===== config.mk =====
export PLATFORM = sky130hd
export DESIGN_NAME = ir_a2d_sequencer_flat
export DESIGN_NICKNAME = d
export VERILOG_FILES = /design/src/rtl/ir_a2d_sequencer_pkg.sv /design/src/rtl/ir_a2d_sequencer_if.sv /design/src/rtl/ir_a2d_sequencer_pwm8.sv /design/src/rtl/ir_a2d_sequencer.sv /design/src/flat_wrapper.sv
export SDC_FILE = /design/constraint.sdc
export NUM_CORES = 1
export LEC_CHECK = 0
export CAP_MARGIN = 20
export CORE_ASPECT_RATIO = 1.4
export CORE_MARGIN = 2
export CORE_UTILIZATION = 30
export CTS_BUF_LIST = sky130_fd_sc_hd__clkbuf_16
export CTS_CLUSTER_SIZE = 20
export DETAILED_ROUTE_END_ITERATION = 10
export GPL_ROUTABILITY_DRIVEN = 0
export PLACE_DENSITY = 0.54
export SLEW_MARGIN = 10
export SYNTH_ARGS = -nofsm -noshare
export SYNTH_HDL_FRONTEND = slang
export SYNTH_SLANG_ARGS = --single-unit
export TNS_END_PERCENT = 20

===== constraint.sdc =====
create_clock -name clk -period 3.05 [get_ports clk]
set_clock_uncertainty 0.2 [all_clocks]
set_input_delay 0.61 -clock clk [delete_from_list [all_inputs] [get_ports clk]]
set_output_delay 0.61 -clock clk [all_outputs]
set_load 0.01 [all_outputs]

===== src/rtl/ir_a2d_sequencer_pkg.sv =====
// Shared types for the IR line-sensor sweep sequencer: FSM states, emitter slots
// and the A2D channel assignment of each emitter pair.
package ir_a2d_sequencer_pkg;

    typedef enum logic [2:0] {
        ST_IDLE,
        ST_SETTLE,
        ST_CNV_L,
        ST_WAIT_L,
        ST_CNV_R,
        ST_WAIT_R,
        ST_DONE,
        ST_HOLD
    } state_e;

    typedef enum logic [1:0] {
        SLOT_IN,
        SLOT_MID,
        SLOT_OUT
    } slot_e;

    localparam logic [2:0] CH_IN_L  = 3'd1;
    localparam logic [2:0] CH_IN_R  = 3'd0;
    localparam logic [2:0] CH_MID_L = 3'd4;
    localparam logic [2:0] CH_MID_R = 3'd2;
    localparam logic [2:0] CH_OUT_L = 3'd3;
    localparam logic [2:0] CH_OUT_R = 3'd7;

    function automatic logic [2:0] chanFor(slot_e slot, logic right);
        logic [2:0] ch;
        case (slot)
            SLOT_IN:  ch = right ? CH_IN_R  : CH_IN_L;
            SLOT_MID: ch = right ? CH_MID_R : CH_MID_L;
            SLOT_OUT: ch = right ? CH_OUT_R : CH_OUT_L;
            default:  ch = 3'd0;
        endcase
        return ch;
    endfunction

endpackage


===== src/rtl/ir_a2d_sequencer_if.sv =====
// Request/complete handshake between the sweep sequencer (master) and the
// SPI A2D front end (slave).
interface ir_a2d_sequencer_if;
    logic        strt_cnv;
    logic [2:0]  chnnl;
    logic        cnv_cmplt;
    logic [11:0] res;

    modport master (output strt_cnv, output chnnl, input cnv_cmplt, input res);
    modport slave  (input strt_cnv, input chnnl, output cnv_cmplt, output res);
endinterface


===== src/rtl/ir_a2d_sequencer_pwm8.sv =====
// ir_pwm8: free-running 8-bit PWM generator for the IR emitter enables.
// Only exists when IR_PWM_EN is defined; otherwise the enables are held solid.
`ifdef IR_PWM_EN
module ir_pwm8 #(
    parameter logic [7:0] DUTY = 8'h8C
) (
    input  logic clk,
    input  logic rst_n,
    output logic pwm_o
);

    logic [7:0] pwm_cnt_q;

    always_ff @(posedge clk) begin
        if (!rst_n) begin
            pwm_cnt_q <= '0;
        end else begin
            pwm_cnt_q <= pwm_cnt_q + 8'd1;
        end
    end

    assign pwm_o = (pwm_cnt_q < DUTY);

endmodule
`endif


===== src/rtl/ir_a2d_sequencer.sv =====
// Sweeps the three IR emitter pairs, converting left/right readings of each
// through the A2D handshake; IR_PWM_EN selects PWM-modulated emitter enables.
module ir_a2d_sequencer
    import ir_a2d_sequencer_pkg::*;
#(
    parameter int SETTLE = 2048,
    parameter int PERIOD = 20000,
    parameter int TMO    = 1024
`ifdef IR_PWM_EN
    ,
    parameter logic [7:0] DUTY = 8'h8C
`endif
) (
    input  logic               clk,
    input  logic               rst_n,
    input  logic               en,
    ir_a2d_sequencer_if.master a2d,
    output logic               IR_in_en,
    output logic               IR_mid_en,
    output logic               IR_out_en,
    output logic [11:0]        lft_in,
    output logic [11:0]        rht_in,
    output logic [11:0]        lft_mid,
    output logic [11:0]        rht_mid,
    output logic [11:0]        lft_out,
    output logic [11:0]        rht_out,
    output logic               sample_rdy,
    output logic               a2d_err
);

    localparam logic [15:0] SETTLE_M1 = 16'(SETTLE - 1);
    localparam logic [15:0] PERIOD_M1 = 16'(PERIOD - 1);
    localparam logic [15:0] TMO_M1    = 16'(TMO - 1);

    state_e      state_q, state_d;
    slot_e       slot_q, slot_d;
    logic [15:0] cnt_q, cnt_d;
    logic [15:0] period_q, period_d;
    logic        err_q, err_d;
    logic        latchLeft, latchRight;
    logic        slotOn, pwmBit, irOn;
    logic [11:0] lft_in_q, rht_in_q, lft_mid_q, rht_mid_q, lft_out_q, rht_out_q;

`ifdef IR_PWM_EN
    ir_pwm8 #(.DUTY(DUTY)) u_pwm (
        .clk   (clk),
        .rst_n (rst_n),
        .pwm_o (pwmBit)
    );
`else
    assign pwmBit = 1'b1;
`endif

    always_ff @(posedge clk) begin
        if (!rst_n) begin
            state_q  <= ST_IDLE;
            slot_q   <= SLOT_IN;
            cnt_q    <= '0;
            period_q <= '0;
            err_q    <= 1'b0;
        end else begin
            state_q  <= state_d;
            slot_q   <= slot_d;
            cnt_q    <= cnt_d;
            period_q <= period_d;
            err_q    <= err_d;
        end
    end

    // cnt_q is shared: settle time in SETTLE, cycles since the request in WAIT_*
    // (preloaded to 1 so the request cycle counts towards the timeout).
    always_comb begin
        state_d    = state_q;
        slot_d     = slot_q;
        cnt_d      = cnt_q;
        period_d   = (period_q == 16'hFFFF) ? period_q : period_q + 16'd1;
        err_d      = err_q;
        latchLeft  = 1'b0;
        latchRight = 1'b0;
        unique case (state_q)
            ST_IDLE: begin
                if (en) begin
                    state_d  = ST_SETTLE;
                    slot_d   = SLOT_IN;
                    period_d = '0;
                    cnt_d    = '0;
                end
            end
            ST_SETTLE: begin
                if (!en) begin
                    state_d = ST_IDLE;
                end else if (cnt_q == SETTLE_M1) begin
                    state_d = ST_CNV_L;
                end else begin
                    cnt_d = cnt_q + 16'd1;
                end
            end
            ST_CNV_L, ST_CNV_R: begin
                if (!en) begin
                    state_d = ST_IDLE;
                end else begin
                    state_d = (state_q == ST_CNV_L) ? ST_WAIT_L : ST_WAIT_R;
                    cnt_d   = 16'd1;
                end
            end
            ST_WAIT_L, ST_WAIT_R: begin
                if (a2d.cnv_cmplt || (cnt_q == TMO_M1)) begin
                    latchLeft  = a2d.cnv_cmplt && (state_q == ST_WAIT_L);
                    latchRight = a2d.cnv_cmplt && (state_q == ST_WAIT_R);
                    if (!a2d.cnv_cmplt) begin
                        err_d = 1'b1;
                    end
                    if (!en) begin
                        state_d = ST_IDLE;
                    end else if (state_q == ST_WAIT_L) begin
                        state_d = ST_CNV_R;
                    end else if (slot_q == SLOT_OUT) begin
                        state_d = ST_DONE;
                    end else begin
                        slot_d  = (slot_q == SLOT_IN) ? SLOT_MID : SLOT_OUT;
                        cnt_d   = '0;
                        state_d = ST_SETTLE;
                    end
                end else begin
                    cnt_d = cnt_q + 16'd1;
                end
            end
            ST_DONE: begin
                state_d = en ? ST_HOLD : ST_IDLE;
            end
            ST_HOLD: begin
                if (!en) begin
                    state_d = ST_IDLE;
                end else if (period_q >= PERIOD_M1) begin
                    state_d  = ST_SETTLE;
                    slot_d   = SLOT_IN;
                    period_d = '0;
                    cnt_d    = '0;
                end
            end
        endcase
    end

    always_ff @(posedge clk) begin
        if (!rst_n) begin
            lft_in_q  <= '0;
            rht_in_q  <= '0;
            lft_mid_q <= '0;
            rht_mid_q <= '0;
            lft_out_q <= '0;
            rht_out_q <= '0;
        end else begin
            case (slot_q)
                SLOT_IN: begin
                    if (latchLeft)  lft_in_q <= a2d.res;
                    if (latchRight) rht_in_q <= a2d.res;
                end
                SLOT_MID: begin
                    if (latchLeft)  lft_mid_q <= a2d.res;
                    if (latchRight) rht_mid_q <= a2d.res;
                end
                SLOT_OUT: begin
                    if (latchLeft)  lft_out_q <= a2d.res;
                    if (latchRight) rht_out_q <= a2d.res;
                end
                default: ;
            endcase
        end
    end

    // Gating with en makes the emitters and any pending request drop the
    // moment the sweep is disabled, without waiting for the state to move.
    always_comb begin
        slotOn       = en && (state_q inside {ST_SETTLE, ST_CNV_L, ST_WAIT_L, ST_CNV_R, ST_WAIT_R});
        irOn         = slotOn && pwmBit;
        IR_in_en     = irOn && (slot_q == SLOT_IN);
        IR_mid_en    = irOn && (slot_q == SLOT_MID);
        IR_out_en    = irOn && (slot_q == SLOT_OUT);
        a2d.strt_cnv = en && ((state_q == ST_CNV_L) || (state_q == ST_CNV_R));
        a2d.chnnl    = 3'd0;
        if ((state_q == ST_CNV_L) || (state_q == ST_WAIT_L)) begin
            a2d.chnnl = chanFor(slot_q, 1'b0);
        end else if ((state_q == ST_CNV_R) || (state_q == ST_WAIT_R)) begin
            a2d.chnnl = chanFor(slot_q, 1'b1);
        end
    end

    assign sample_rdy = (state_q == ST_DONE);
    assign a2d_err    = err_q;
    assign lft_in     = lft_in_q;
    assign rht_in     = rht_in_q;
    assign lft_mid    = lft_mid_q;
    assign rht_mid    = rht_mid_q;
    assign lft_out    = lft_out_q;
    assign rht_out    = rht_out_q;

endmodule

===== src/flat_wrapper.sv =====
// flat-port wrapper written by rule: the top's interface ports become plain ports
module ir_a2d_sequencer_flat import ir_a2d_sequencer_pkg::*;
#(
    parameter int SETTLE = 2048,
    parameter int PERIOD = 20000,
    parameter int TMO    = 1024

)
  (clk, rst_n, en, IR_in_en, IR_mid_en, IR_out_en, lft_in, rht_in, lft_mid, rht_mid, lft_out, rht_out, sample_rdy, a2d_err, a2d_strt_cnv, a2d_chnnl, a2d_cnv_cmplt, a2d_res);
  ir_a2d_sequencer_if a2d_i ();
  input  logic clk;
  input  logic rst_n;
  input  logic en;
  output logic IR_in_en;
  output logic IR_mid_en;
  output logic IR_out_en;
  output logic [11:0] lft_in;
  output logic [11:0] rht_in;
  output logic [11:0] lft_mid;
  output logic [11:0] rht_mid;
  output logic [11:0] lft_out;
  output logic [11:0] rht_out;
  output logic sample_rdy;
  output logic a2d_err;
  output wire logic [$bits(a2d_i.strt_cnv)-1:0] a2d_strt_cnv;
  output wire logic [$bits(a2d_i.chnnl)-1:0] a2d_chnnl;
  input wire logic [$bits(a2d_i.cnv_cmplt)-1:0] a2d_cnv_cmplt;
  input wire logic [$bits(a2d_i.res)-1:0] a2d_res;
  assign a2d_strt_cnv = a2d_i.strt_cnv;
  assign a2d_chnnl = a2d_i.chnnl;
  assign a2d_i.cnv_cmplt = a2d_cnv_cmplt;
  assign a2d_i.res = a2d_res;
  ir_a2d_sequencer #(.SETTLE(SETTLE), .PERIOD(PERIOD), .TMO(TMO)) u_core (.clk(clk), .rst_n(rst_n), .en(en), .a2d(a2d_i), .IR_in_en(IR_in_en), .IR_mid_en(IR_mid_en), .IR_out_en(IR_out_en), .lft_in(lft_in), .rht_in(rht_in), .lft_mid(lft_mid), .rht_mid(rht_mid), .lft_out(lft_out), .rht_out(rht_out), .sample_rdy(sample_rdy), .a2d_err(a2d_err));
endmodule

==> metrics.md, run 1 <==
| Metric | Value |
|---|---|
| Result of the run | `completed` |
| Number of storage elements in the synthesis netlist | `110` |
| Pin count of the biggest net entering global routing | `55` |
| Overall power | `3.065 mW` |
| Final global-route overflow total | `0` |
| Most used flip-flop cell after synthesis | `sky130_fd_sc_hd__dfxtp_1` |
| Fraction of layout cells with a size suffix above 1 | `6.443%` |
| Most common cell type on the critical path | `sky130_fd_sc_hd__nor2_1` |
| Via count | `4702` |
| Starting density of the core | `30.54%` |
| Total nets after synthesis | `652` |
| Clock sink total | `110` |
| Post-layout util | `39.21%` |
| Clk Latency, worst-skew pair | `340 ps` |
| Max-cap violations | `0` |
| Bufs and invs on worst path | `2` |
| Max frequency | `345.0 MHz` |
| Core outline area | `16750 sq um` |
| Data required time of the worst path | `2240 ps` |
| Total Neg Setup Slack | `0 ps` |
| Type of the worst setup path | `register to primary output` |
| Maximum VDD drop | `0.2425 mV` |
| Most common library cells after synthesis | `sky130_fd_sc_hd__nand2_1 (119), sky130_fd_sc_hd__dfxtp_1 (110), sky130_fd_sc_hd__nand3_1 (90)` |
| Overall Global Routing Usage | `15.94%` |
| Cell with the biggest individual delay on the critical path | `sky130_fd_sc_hd__clkdlybuf4s50_1` |
| Path class of the lowest-slack min-delay path | `register to register` |
| Number of global-route vias before repair | `4444` |
| Sequential element share of the synthesized area | `43.06%` |
| Final Max Slew Viols | `0` |
| Count of input and output buffers | `96` |
| Vias per cell | `5.128` |
| Final HPWL DP | `10630 um` |
| Setup Slack @ Placement | `173.0 ps` |
| Data arrival at the endpoint of the critical path | `2090 ps` |
| Root buffer cell | `sky130_fd_sc_hd__clkbuf_16` |
| Worst Path Max Fanout | `14` |
| Die extent in y | `158.5 um` |
| Number of flops mapped to enable cells by yosys | `0` |
| Mapped Cells | `629` |
| X dimension of the die | `114.3 um` |
| Synth warnings | `0` |
| Antenna Nets Post-Route | `0` |
| NumNets Final | `732` |
| Most repeated cell in the gate-level netlist after synthesis | `sky130_fd_sc_hd__nand2_1` |
| Drt drc | `0` |
| Worst max-slew margin expressed relative to the limit | `57.94%` |
| FFs w/ async S/R, synth | `0%` |
| Leakage dissipation | `2.160 nW` |
| Number of primary I/O pins | `97` |
| Total inserted antenna cells | `0` |
| Number of antenna violations at the first check in global routing | `0` |
| Global-route wire length before repair | `22870 um` |
| Hold Vio Cnt, Final | `0` |
| Delay-heaviest family, CP | `buffers and inverters` |
| Worst setup SP type | `register` |
| Die Outline Area | `18120 sq um` |
| Number of buffers created by CTS | `9` |
| Clock Path Buffers | `2` |
| Power Density | `466.7 nW/um^2` |
| Hold-fix buffers, CTS | `0` |
| Pin slew with the least headroom to its limit | `626.6 ps` |
| Area contributors post-synth | `sky130_fd_sc_hd__dfxtp_1 (43%), sky130_fd_sc_hd__a21boi_0 (11%), sky130_fd_sc_hd__nand3_1 (8.8%)` |
| CTS H-Tree Depth | `3` |
| Worst Setup Slack, final | `151.2 ps` |
| Netlist area before placement | `5114 sq um` |
| Final WL | `14470 um` |
| Cell Area, Placed | `6270 sq um` |
| Number of unique standard cell types used by synthesis | `47` |
| Final period utilization | `95.04%` |
| CTS tree | `yes` |
| Final instance area | `6566 sq um` |
| Shortest clock period the worst path allows after layout | `2899 ps` |
| Clk slew on worst S/H paths | `80 ps` |
| Area overhead of the layout relative to synthesis | `28.41%` |
| Detailed Route Iter0 Violations | `249` |
| # setup viols final | `0` |
| Top-area cell type share of the netlist area | `43.06%` |
| Crit path cell chain | `buf_4, nor2b_1, nor2_1, nor2_1, and2_1, clkdlybuf4s50_1` |
| Setup repair after global routing missed its margin | `no` |
| Pre-Repair DR Iteration Count | `5` |
| Average wire length per cell after detail routing | `15.78 um` |
| Post-synthesis average cell area | `8.130 sq um` |
| Endpoint type of the worst setup path | `primary output` |
| Post-CTS setup buffer count | `0` |
| Area leader, netlist | `sky130_fd_sc_hd__dfxtp_1` |
| Cell row count | `56` |
| CP peak stage delay | `570 ps` |
| FILL cells | `1705` |
where the power goes:
group	leakage (nW)	internal, mW	switching (mW)	total (mW)
clock network	0.137	0.568	0.563	1.13
logic	1.13	0.180	0.264	0.444
registers	0.887	1.46	0.0344	1.49
total	2.16	2.20	0.861	3.06
routing by layer:
layer,GRT usage [%],vias up,wire (um)
li1,-,2353,-
met2,27.78,144,7157
met4,5.865,0,325
met3,3.159,16,768
met1,19.38,2189,6223
met5,0,-,0
layout make-up:
type | count | area, sq um | area share, %
Clock buffer | 9 | 225.2 | 3.430
Clock inverter | 7 | 58.81 | 0.8956
Inverter | 11 | 41.29 | 0.6288
Sequential cell | 110 | 2205 | 33.57
Timing Repair Buffer | 116 | 1119 | 17.04
Multi-Input combinational cell | 461 | 2664 | 40.57
Tap cell | 203 | 254.0 | 3.868
path summary, 6_finish.rpt:
| path | depth (start not counted) | start | end | slack [ps] |
|---|---|---|---|---|
| worst min-delay path | 2 | u_core.rht_in[11] | u_core.rht_in[11] | 260 |
| worst max register to register | 7 | u_core.period_q[0] | u_core.period_q[9] | 520 |
| worst min register to register | 2 | u_core.rht_in[11] | u_core.rht_in[11] | 260 |
| worst max-delay path | 6 | u_core.state_q[1] | a2d_strt_cnv | 150 |
sequential cells by signal, indices dropped and copies added (netlist names):
| register | count |
|---|---|
| u_core.a2d_err | 1 |
| u_core.cnt_q | 16 |
| u_core.lft_in | 12 |
| u_core.lft_mid | 12 |
| u_core.lft_out | 12 |
| u_core.period_q | 16 |
| u_core.rht_in | 12 |
| u_core.rht_mid | 12 |
| u_core.rht_out | 12 |
| u_core.slot_q | 2 |
| u_core.state_q | 3 |
cell usage in the layout, fill, tap and decap left out, types with 2 or more instances in the layout:
master                            count
sky130_fd_sc_hd__nand2_1            119
sky130_fd_sc_hd__dfxtp_1            108
sky130_fd_sc_hd__clkdlybuf4s50_1     95
sky130_fd_sc_hd__nand3_1             90
sky130_fd_sc_hd__a21boi_0            72
sky130_fd_sc_hd__nor2_1              28
sky130_fd_sc_hd__a21oi_1             24
sky130_fd_sc_hd__buf_4               19
sky130_fd_sc_hd__inv_1               12
sky130_fd_sc_hd__o22ai_1             11
sky130_fd_sc_hd__nand4_1             10
sky130_fd_sc_hd__and3_1               9
sky130_fd_sc_hd__clkbuf_16            9
sky130_fd_sc_hd__nand3b_1             8
sky130_fd_sc_hd__xor2_1               7
sky130_fd_sc_hd__nand2b_1             7
sky130_fd_sc_hd__ha_1                 7
sky130_fd_sc_hd__nor3_1               6
sky130_fd_sc_hd__mux2i_1              6
sky130_fd_sc_hd__xnor2_1              6
sky130_fd_sc_hd__and2_1               5
sky130_fd_sc_hd__nor2b_1              4
sky130_fd_sc_hd__o21ai_0              4
sky130_fd_sc_hd__a211oi_1             4
sky130_fd_sc_hd__and4_1               3
sky130_fd_sc_hd__a211o_1              3
sky130_fd_sc_hd__or3b_2               3
sky130_fd_sc_hd__o32ai_1              3
sky130_fd_sc_hd__a22o_1               2
sky130_fd_sc_hd__a32o_1               2
sky130_fd_sc_hd__o211ai_1             2
sky130_fd_sc_hd__nor4_1               2
sky130_fd_sc_hd__clkinvlp_4           2
sky130_fd_sc_hd__inv_8                2
sky130_fd_sc_hd__dfxtp_2              2
through the flow:
| step | std cells | hold slack, ps |
|---|---|---|
| 2_1_floorplan | 629 | 256.9 |
| 3_3_place_gp | 900 | 252.9 |
| 3_5_place_dp | 900 | 256.5 |
| 4_1_cts | 916 | 267.9 |
| 5_1_grt | 917 | 286.6 |
| 6_report | 917 | 262.4 |
cell families after synthesis:
group | after synthesis | synth area share, %
AOI/OAI and AO/OA | 132 | 18.40
DFF | 110 | 43.06
muxes | 6 | 1.175
buffers and inverters | 58 | 5.016
adders and majority gates | 7 | 1.713
xor gates and xnor gates | 13 | 2.227
and+or+nand+nor | 303 | 28.41
worst min-delay path, cell delays in order, from the launching register on:
cell                       delay [ps]
sky130_fd_sc_hd__dfxtp_1          310
sky130_fd_sc_hd__nand2_1           40
sky130_fd_sc_hd__a21boi_0          60
repair_timing:
action                     CTS  global route
cloned                       0             0
setup endpoints to repair    3             1
gates resized for setup      1             2
Power figures use the tool's default switching activity.
==> inputs of run 2 (changes only) <==
- SYNTH_HIERARCHICAL: unset -> 1
==> run 2 against run 1 <==
Effect of this change:
- the run now ends with DRC left
- combinational power down 55%
- flip-flop and latch count stayed put
- global-route usage rose by 1.1 points
- design area down 0.55%
- register-to-register slack better by 40 ps
- clock-buffer cell count unchanged
- critical endpoint unchanged
- largest cell class unchanged
- largest power group unchanged
==> metrics.md, run 2 <==
| Metric | Value |
|---|---|
| Result of the run | `finished, violations left` |
| Violated checks | `DRC` |
| Starting density of the core | `30.74%` |
| Top-area cell type share of the netlist area | `44.11%` |
| Placed Cells | `888` |
| Die Outline Area | `17700 sq um` |
| Crit path cell chain | `clkdlybuf4s50_1, buf_4, inv_1, nor3_1, clkdlybuf4s50_1` |
| Final WL | `14970 um` |
| Clk Latency, worst-skew pair | `350 ps` |
| Shortest clock period the worst path allows after layout | `2922 ps` |
| Clock Path Buffers | `2` |
| Commonest cells after routing, fill and taps aside | `sky130_fd_sc_hd__dfxtp_1 (109), sky130_fd_sc_hd__nand2_1 (105), sky130_fd_sc_hd__nand3_1 (94)` |
| Netlist area before placement | `4992 sq um` |
| Power Density | `437.6 nW/um^2` |
| FF-to-FF End | `u_core/cnt_q[9]` |
| Slack of the worst reg-to-reg path | `560 ps` |
| Worst setup SP type | `input pin` |
| Count of input and output buffers | `96` |
| Path class of the lowest-slack min-delay path | `register to register` |
| Worst max-slew margin expressed relative to the limit | `42.25%` |
| Antenna Nets Post-Route | `0` |
| Endpoint type of the worst setup path | `primary output` |
| Core outline area | `16240 sq um` |
| # setup viols final | `0` |
| Via count | `4710` |
| Hold Vio Cnt, Final | `0` |
| CTS tree | `yes` |
| Data required time of the worst path | `2240 ps` |
| Cell with the biggest individual delay on the critical path | `sky130_fd_sc_hd__clkdlybuf4s50_1` |
| Max-cap violations | `0` |
| Number of storage elements in the synthesis netlist | `110` |
| Length in cells of the worst reg-to-reg path | `6` |
| Most repeated cell in the gate-level netlist after synthesis | `sky130_fd_sc_hd__dfxtp_1` |
| CP peak stage delay | `580 ps` |
| Final global-route overflow total | `0` |
| Post-synthesis average cell area | `8.225 sq um` |
| Data arrival at the endpoint of the critical path | `2110 ps` |
| Hold-fix buffers, CTS | `0` |
| Pin slew with the least headroom to its limit | `862.5 ps` |
| Total nets after synthesis | `629` |
| Leading cell type in the layout, fill and taps excluded | `sky130_fd_sc_hd__dfxtp_1` |
| Mapped Cells | `607` |
| Worst Path Max Fanout | `4` |
| Global-route wire length before repair | `24030 um` |
| Number of primary I/O pins | `97` |
| Sequential element share of the synthesized area | `44.11%` |
| Cell Area, Placed | `6227 sq um` |
| Leakage dissipation | `2.169 nW` |
| FFs w/ async S/R, synth | `0%` |
| Worst Setup SP | `en` |
| Die extent in y | `156.6 um` |
| Overall Global Routing Usage | `16.99%` |
| Largest regs | `u_core/cnt_q x16, u_core/period_q x16` |
| X dimension of the die | `113.0 um` |
| CTS H-Tree Depth | `3` |
| Area leader, netlist | `sky130_fd_sc_hd__dfxtp_1` |
| Clk slew on worst S/H paths | `90 ps` |
| Total Neg Setup Slack | `0 ps` |
| Area overhead of the layout relative to synthesis | `30.80%` |
| Maximum VDD drop | `0.2018 mV` |
| Average wire length per cell after detail routing | `16.56 um` |
| Pin count of the biggest net entering global routing | `49` |
| Final instance area | `6530 sq um` |
| Number of global-route vias before repair | `4633` |
| Most common cell type on the critical path | `sky130_fd_sc_hd__clkdlybuf4s50_1` |
| Pre-Repair DR Iteration Count | `7` |
| Setup Slack @ Placement | `-89.91 ps` |
| Most used flip-flop cell after synthesis | `sky130_fd_sc_hd__dfxtp_1` |
| NumNets Final | `722` |
| Worst Setup Slack, final | `128.4 ps` |
| Vias per cell | `5.210` |
| Number of unique standard cell types used by synthesis | `49` |
| Count of cells along the worst hold path | `2` |
| Non-filler instance count after layout | `904` |
| Fraction of layout cells with a size suffix above 1 | `7.376%` |
| Worst-case hold slack | `264.6 ps` |
| Area contributors post-synth | `sky130_fd_sc_hd__dfxtp_1 (44%), sky130_fd_sc_hd__a21boi_0 (11%), sky130_fd_sc_hd__nand3_1 (9.4%)` |
| Clock sink total | `110` |
| Number of buffers created by CTS | `9` |
| End point of the critical path | `a2d_strt_cnv` |
| Final HPWL DP | `10610 um` |
| Number of antenna violations at the first check in global routing | `0` |
| Type of the worst setup path | `input pin to primary output` |
| Drt drc | `1` |
| Detailed Route Iter0 Violations | `188` |
| Max frequency | `342.3 MHz` |
| Post-layout util | `40.21%` |
| Final period utilization | `95.79%` |
| Worst flop-to-flop path startpoint | `u_core/state_q[0]` |
| Total inserted antenna cells | `0` |
| Synth warnings | `6` |
| Setup repair after global routing missed its margin | `no` |
| Number of flops mapped to enable cells by yosys | `0` |
| Final Max Slew Viols | `0` |
| Root buffer cell | `sky130_fd_sc_hd__clkbuf_16` |
| Cell row count | `55` |
| Overall power | `2.857 mW` |
| Most common library cells after synthesis | `sky130_fd_sc_hd__dfxtp_1 (110), sky130_fd_sc_hd__nand2_1 (105), sky130_fd_sc_hd__nand3_1 (94)` |
==> run 2: cell count changes after synthesis, sizes merged, moves of 6 or more <==
cell    before  now
nand2      119  105
o22ai       11    4
o31ai        0    9
nand3b       8    2
a21oi       24    9
o21ai        5   20
buf         18   10
==> run 2: how the worst min path moves through the flow <==
stage | start | to | slack [ps]
2_1_floorplan | u_core/cnt_q[5] | u_core/cnt_q[5] | 250
3_3_place_gp | u_core/lft_mid[1] | u_core/lft_mid[1] | 250
3_5_place_dp | u_core/rht_in[6] | u_core/rht_in[6] | 260
4_1_cts | u_core/rht_in[6] | u_core/rht_in[6] | 270
5_1_grt | u_core/rht_mid[9] | u_core/rht_mid[9] | 290
6_report | u_core/rht_in[10] | u_core/rht_in[10] | 260
==> run 2: critical path: cells and delay by family <==
kind	cells	cell delay, ps
buf+inv	4	1300
simple gates	1	200
==> run 2: repair_timing <==
item / 4_1_cts / 5_1_grt
resized for setup: 5 / 2
pin swaps: 0 / 0
buffers inserted: 0 / 0
setup endpoints to repair: 3 / 3
==> run 2: report_power, final <==
group / switching, mW / internal (mW)
clock: 0.616 / 0.585
combinational: 0.117 / 0.0846
sequential: 0.0126 / 1.44
==> run 2: final cells by class <==
type,instances,area (sq um)
inverters,6,22.52
clock buffers,9,225.2
clock inverters,7,73.82
multi-input cells,453,2624
well taps,199,249.0
flip-flops and latches,110,2203
repair buffers,120,1132
fillers,1668,9711
==> run 2: layer usage <==
layer / vias to the layer above / GRT usage [%] / share of wire, %
li1: 2322 / - / -
met1: 2235 / 19.65 / 41
met2: 130 / 28.63 / 48
met3: 23 / 6.468 / 7.8
met4: 0 / 6.039 / 2.5
met5: - / 0 / 0
==> run 2: cell families (layout without fill, tap and decap cells) <==
| logic type | Yosys count | after routing | share of synthesized area, % |
|---|---|---|---|
| AO/OA/AOI/OAI | 139 | 139 | 20.13 |
| XOR/XNOR | 13 | 13 | 2.281 |
| adder cells (fa/ha/maj) | 6 | 6 | 1.504 |
| buffers and inverters | 44 | 142 | 3.509 |
| flip-flops | 110 | 110 | 44.11 |
| multiplexers | 2 | 2 | 0.4010 |
| AND/OR/NAND/NOR | 293 | 293 | 28.07 |
==> inputs of run 3 (changes only) <==
- MAX_ROUTING_LAYER: unset -> met4
- SLEW_MARGIN: 10 -> unset
==> run 3 against run 2 <==
Effect of this change:
- die area unchanged
- sequential power about the same
- worst hold slack about the same
- largest power group unchanged
- routed wire length up 0.27%
- the flow still finishes with violations (DRC)
==> metrics.md, run 3 (synthesized netlist as in run 2, its figures left out) <==
| Metric | Value |
|---|---|
| Post-CTS setup buffer count | `0` |
| Starting density of the core | `30.74%` |
| Final global-route overflow total | `0` |
| Number of buffers created by CTS | `9` |
| Final Max Slew Viols | `0` |
| Leading cell type in the layout, fill and taps excluded | `sky130_fd_sc_hd__dfxtp_1` |
| Worst Setup SP | `en` |
| Data required time of the worst path | `2240 ps` |
| Drt drc | `1` |
| Worst flop-to-flop path startpoint | `u_core/cnt_q[0]` |
| Data arrival at the endpoint of the critical path | `2120 ps` |
| Hold Vio Cnt, Final | `0` |
| Crit path cell chain | `clkdlybuf4s50_1, buf_4, inv_1, nor3_1, clkdlybuf4s50_1` |
| Pin count of the biggest net entering global routing | `49` |
| Max-cap violations | `0` |
| Core outline area | `16240 sq um` |
| Fraction of power spent switching nets | `26.16%` |
| # setup viols final | `0` |
| Number of antenna violations at the first check in global routing | `0` |
| Overall Global Routing Usage | `17.48%` |
| Shortest clock period the worst path allows after layout | `2930 ps` |
| Length in cells of the worst reg-to-reg path | `6` |
| Cell-internal power | `2.112 mW` |
| Delay-heaviest family, CP | `buffers and inverters` |
| Fraction of met1 tracks used by global routing | `20.06%` |
| Path class of the lowest-slack min-delay path | `register to register` |
| Area overhead of the layout relative to synthesis | `30.80%` |
| FF/Latch Area | `2203 sq um` |
| Antenna Nets Post-Route | `0` |
| Cell Area, Placed | `6227 sq um` |
| Result of the run | `finished, violations left` |
| Pre-Repair DR Iteration Count | `7` |
| Clk Latency, worst-skew pair | `350 ps` |
| Bufs and invs on worst path | `4` |
| Type of the worst setup path | `input pin to primary output` |
| Clk slew on worst S/H paths | `90 ps` |
| Sequential power share | `50.9%` |
| Max frequency | `341.3 MHz` |
| Cell with the biggest individual delay on the critical path | `sky130_fd_sc_hd__clkdlybuf4s50_1` |
| NumNets Final | `722` |
| Via count | `4702` |
| Root buffer cell | `sky130_fd_sc_hd__clkbuf_16` |
| Global-route met3 utilization | `5.809%` |
| Worst setup SP type | `input pin` |
| Logic pwr share | `7.0%` |
| Area of the multi-input gates | `2624 sq um` |
| Average wire length per cell after detail routing | `16.60 um` |
| Final instance area | `6530 sq um` |
| Setup repair after global routing missed its margin | `no` |
| Cell row count | `55` |
| FILL cells | `1668` |
| Endpoint type of the worst setup path | `primary output` |
| Maximum VDD drop | `0.2021 mV` |
| Number of cells on the critical path | `5` |
| Worst max-slew margin expressed relative to the limit | `43.47%` |
| FF-to-FF End | `u_core/slot_q[1]` |
| Overall power | `2.860 mW` |
| Net load switching power | `748.3 uW` |
| Proportion of power drawn by the clock network | `42.1%` |
| X dimension of the die | `113.0 um` |
| Global routing's busiest layer | `met2` |
| Number of global-route vias before repair | `4634` |
| End point of the critical path | `a2d_strt_cnv` |
| Commonest cells after routing, fill and taps aside | `sky130_fd_sc_hd__dfxtp_1 (109), sky130_fd_sc_hd__nand2_1 (105), sky130_fd_sc_hd__nand3_1 (94)` |
| Hold-fix buffers, CTS | `0` |
| Clock sink total | `110` |
| Slack of the worst reg-to-reg path | `560 ps` |
| Most common cell type on the critical path | `sky130_fd_sc_hd__clkdlybuf4s50_1` |
| Global-route wire length before repair | `24030 um` |
| Number of primary I/O pins | `97` |
| Largest regs | `u_core/cnt_q x16, u_core/period_q x16` |
| Violated checks | `DRC` |
| Final HPWL DP | `10610 um` |
| Final period utilization | `96.06%` |
| Count of input and output buffers | `96` |
| Worst Path Max Fanout | `4` |
| Detailed Route Iter0 Violations | `155` |
| Die Outline Area | `17700 sq um` |
| Vias per cell | `5.201` |
| CTS tree | `yes` |
| Global-route met2 utilization | `28.60%` |
| Leakage dissipation | `2.169 nW` |
| Pin slew with the least headroom to its limit | `844.2 ps` |
| Die extent in y | `156.6 um` |
| CTS H-Tree Depth | `3` |
| Power Density | `438.0 nW/um^2` |
| Clock Path Buffers | `2` |
| Final WL | `15010 um` |
| Total inserted antenna cells | `0` |
| CP peak stage delay | `590 ps` |
| Fraction of layout cells with a size suffix above 1 | `7.376%` |
run 3: cell counts in the layout (fill, tap and decap cells not counted):
Identical to the previous run, type by type.
run 3: layout make-up:
cell class,instances,share of cell area [%]
sequential,110,33.74
clock buffer,9,3.449
tap,199,3.813
inverter,6,0.3449
clock inverter,7,1.130
timing repair buffer,120,17.34
multi-input combinational,453,40.18
run 3: metal layers:
| metal | wire length, um | up-vias |
|---|---|---|
| li1 | - | 2321 |
| met1 | 6316 | 2232 |
| met2 | 7255 | 124 |
| met3 | 1078 | 25 |
| met4 | 357 | 0 |
| met5 | 0 | - |
run 3: worst min path at each step:
stage                            startpoint           endpoint  cells past startpoint
after floorplan             u_core/cnt_q[5]    u_core/cnt_q[5]                      1
after global placement    u_core/lft_mid[1]  u_core/lft_mid[1]                      2
after detailed placement   u_core/rht_in[6]   u_core/rht_in[6]                      2
after CTS                  u_core/rht_in[6]   u_core/rht_in[6]                      2
after global routing      u_core/rht_mid[9]  u_core/rht_mid[9]                      2
final                     u_core/rht_in[10]  u_core/rht_in[10]                      2
run 3: worst min-delay path: stages (launching register included):
cell                       delay (ps)
sky130_fd_sc_hd__dfxtp_1          320
sky130_fd_sc_hd__nand2_1           50
sky130_fd_sc_hd__a21boi_0          60
run 3: power groups by stage:
stage                     clock [mW]  sequential (mW)  combinational [mW]
after CTS                       1.24             1.45               0.201
after floorplan                    0             1.48               0.111
final                           1.21             1.45               0.200
after global placement             0             1.49               0.199
after global routing            1.30             1.46               0.220
after detailed placement           0             1.49               0.201
run 3: what timing repair did:
item,in CTS,in global routing
endpoints found under the setup margin,3,3
gates cloned,0,0
resized for setup,5,2
run 3: through the flow:
| stage | TNS (ps) | hold slack, ps | worst slack, ps | std cells | util [%] |
|---|---|---|---|---|---|
| 3_3_place_gp | -354.5 | 249.4 | -119.8 | 888 | 38.34 |
| 5_1_grt | 0 | 291.5 | 24.53 | 904 | 40.21 |
| 4_1_cts | 0 | 267.2 | 86.10 | 904 | 40.18 |
| 3_5_place_dp | -226.3 | 255.0 | -89.91 | 888 | 38.34 |
| 2_1_floorplan | 0 | 247.2 | 748.3 | 607 | - |
| 6_report | 0 | 264.5 | 120.3 | 904 | 40.21 |
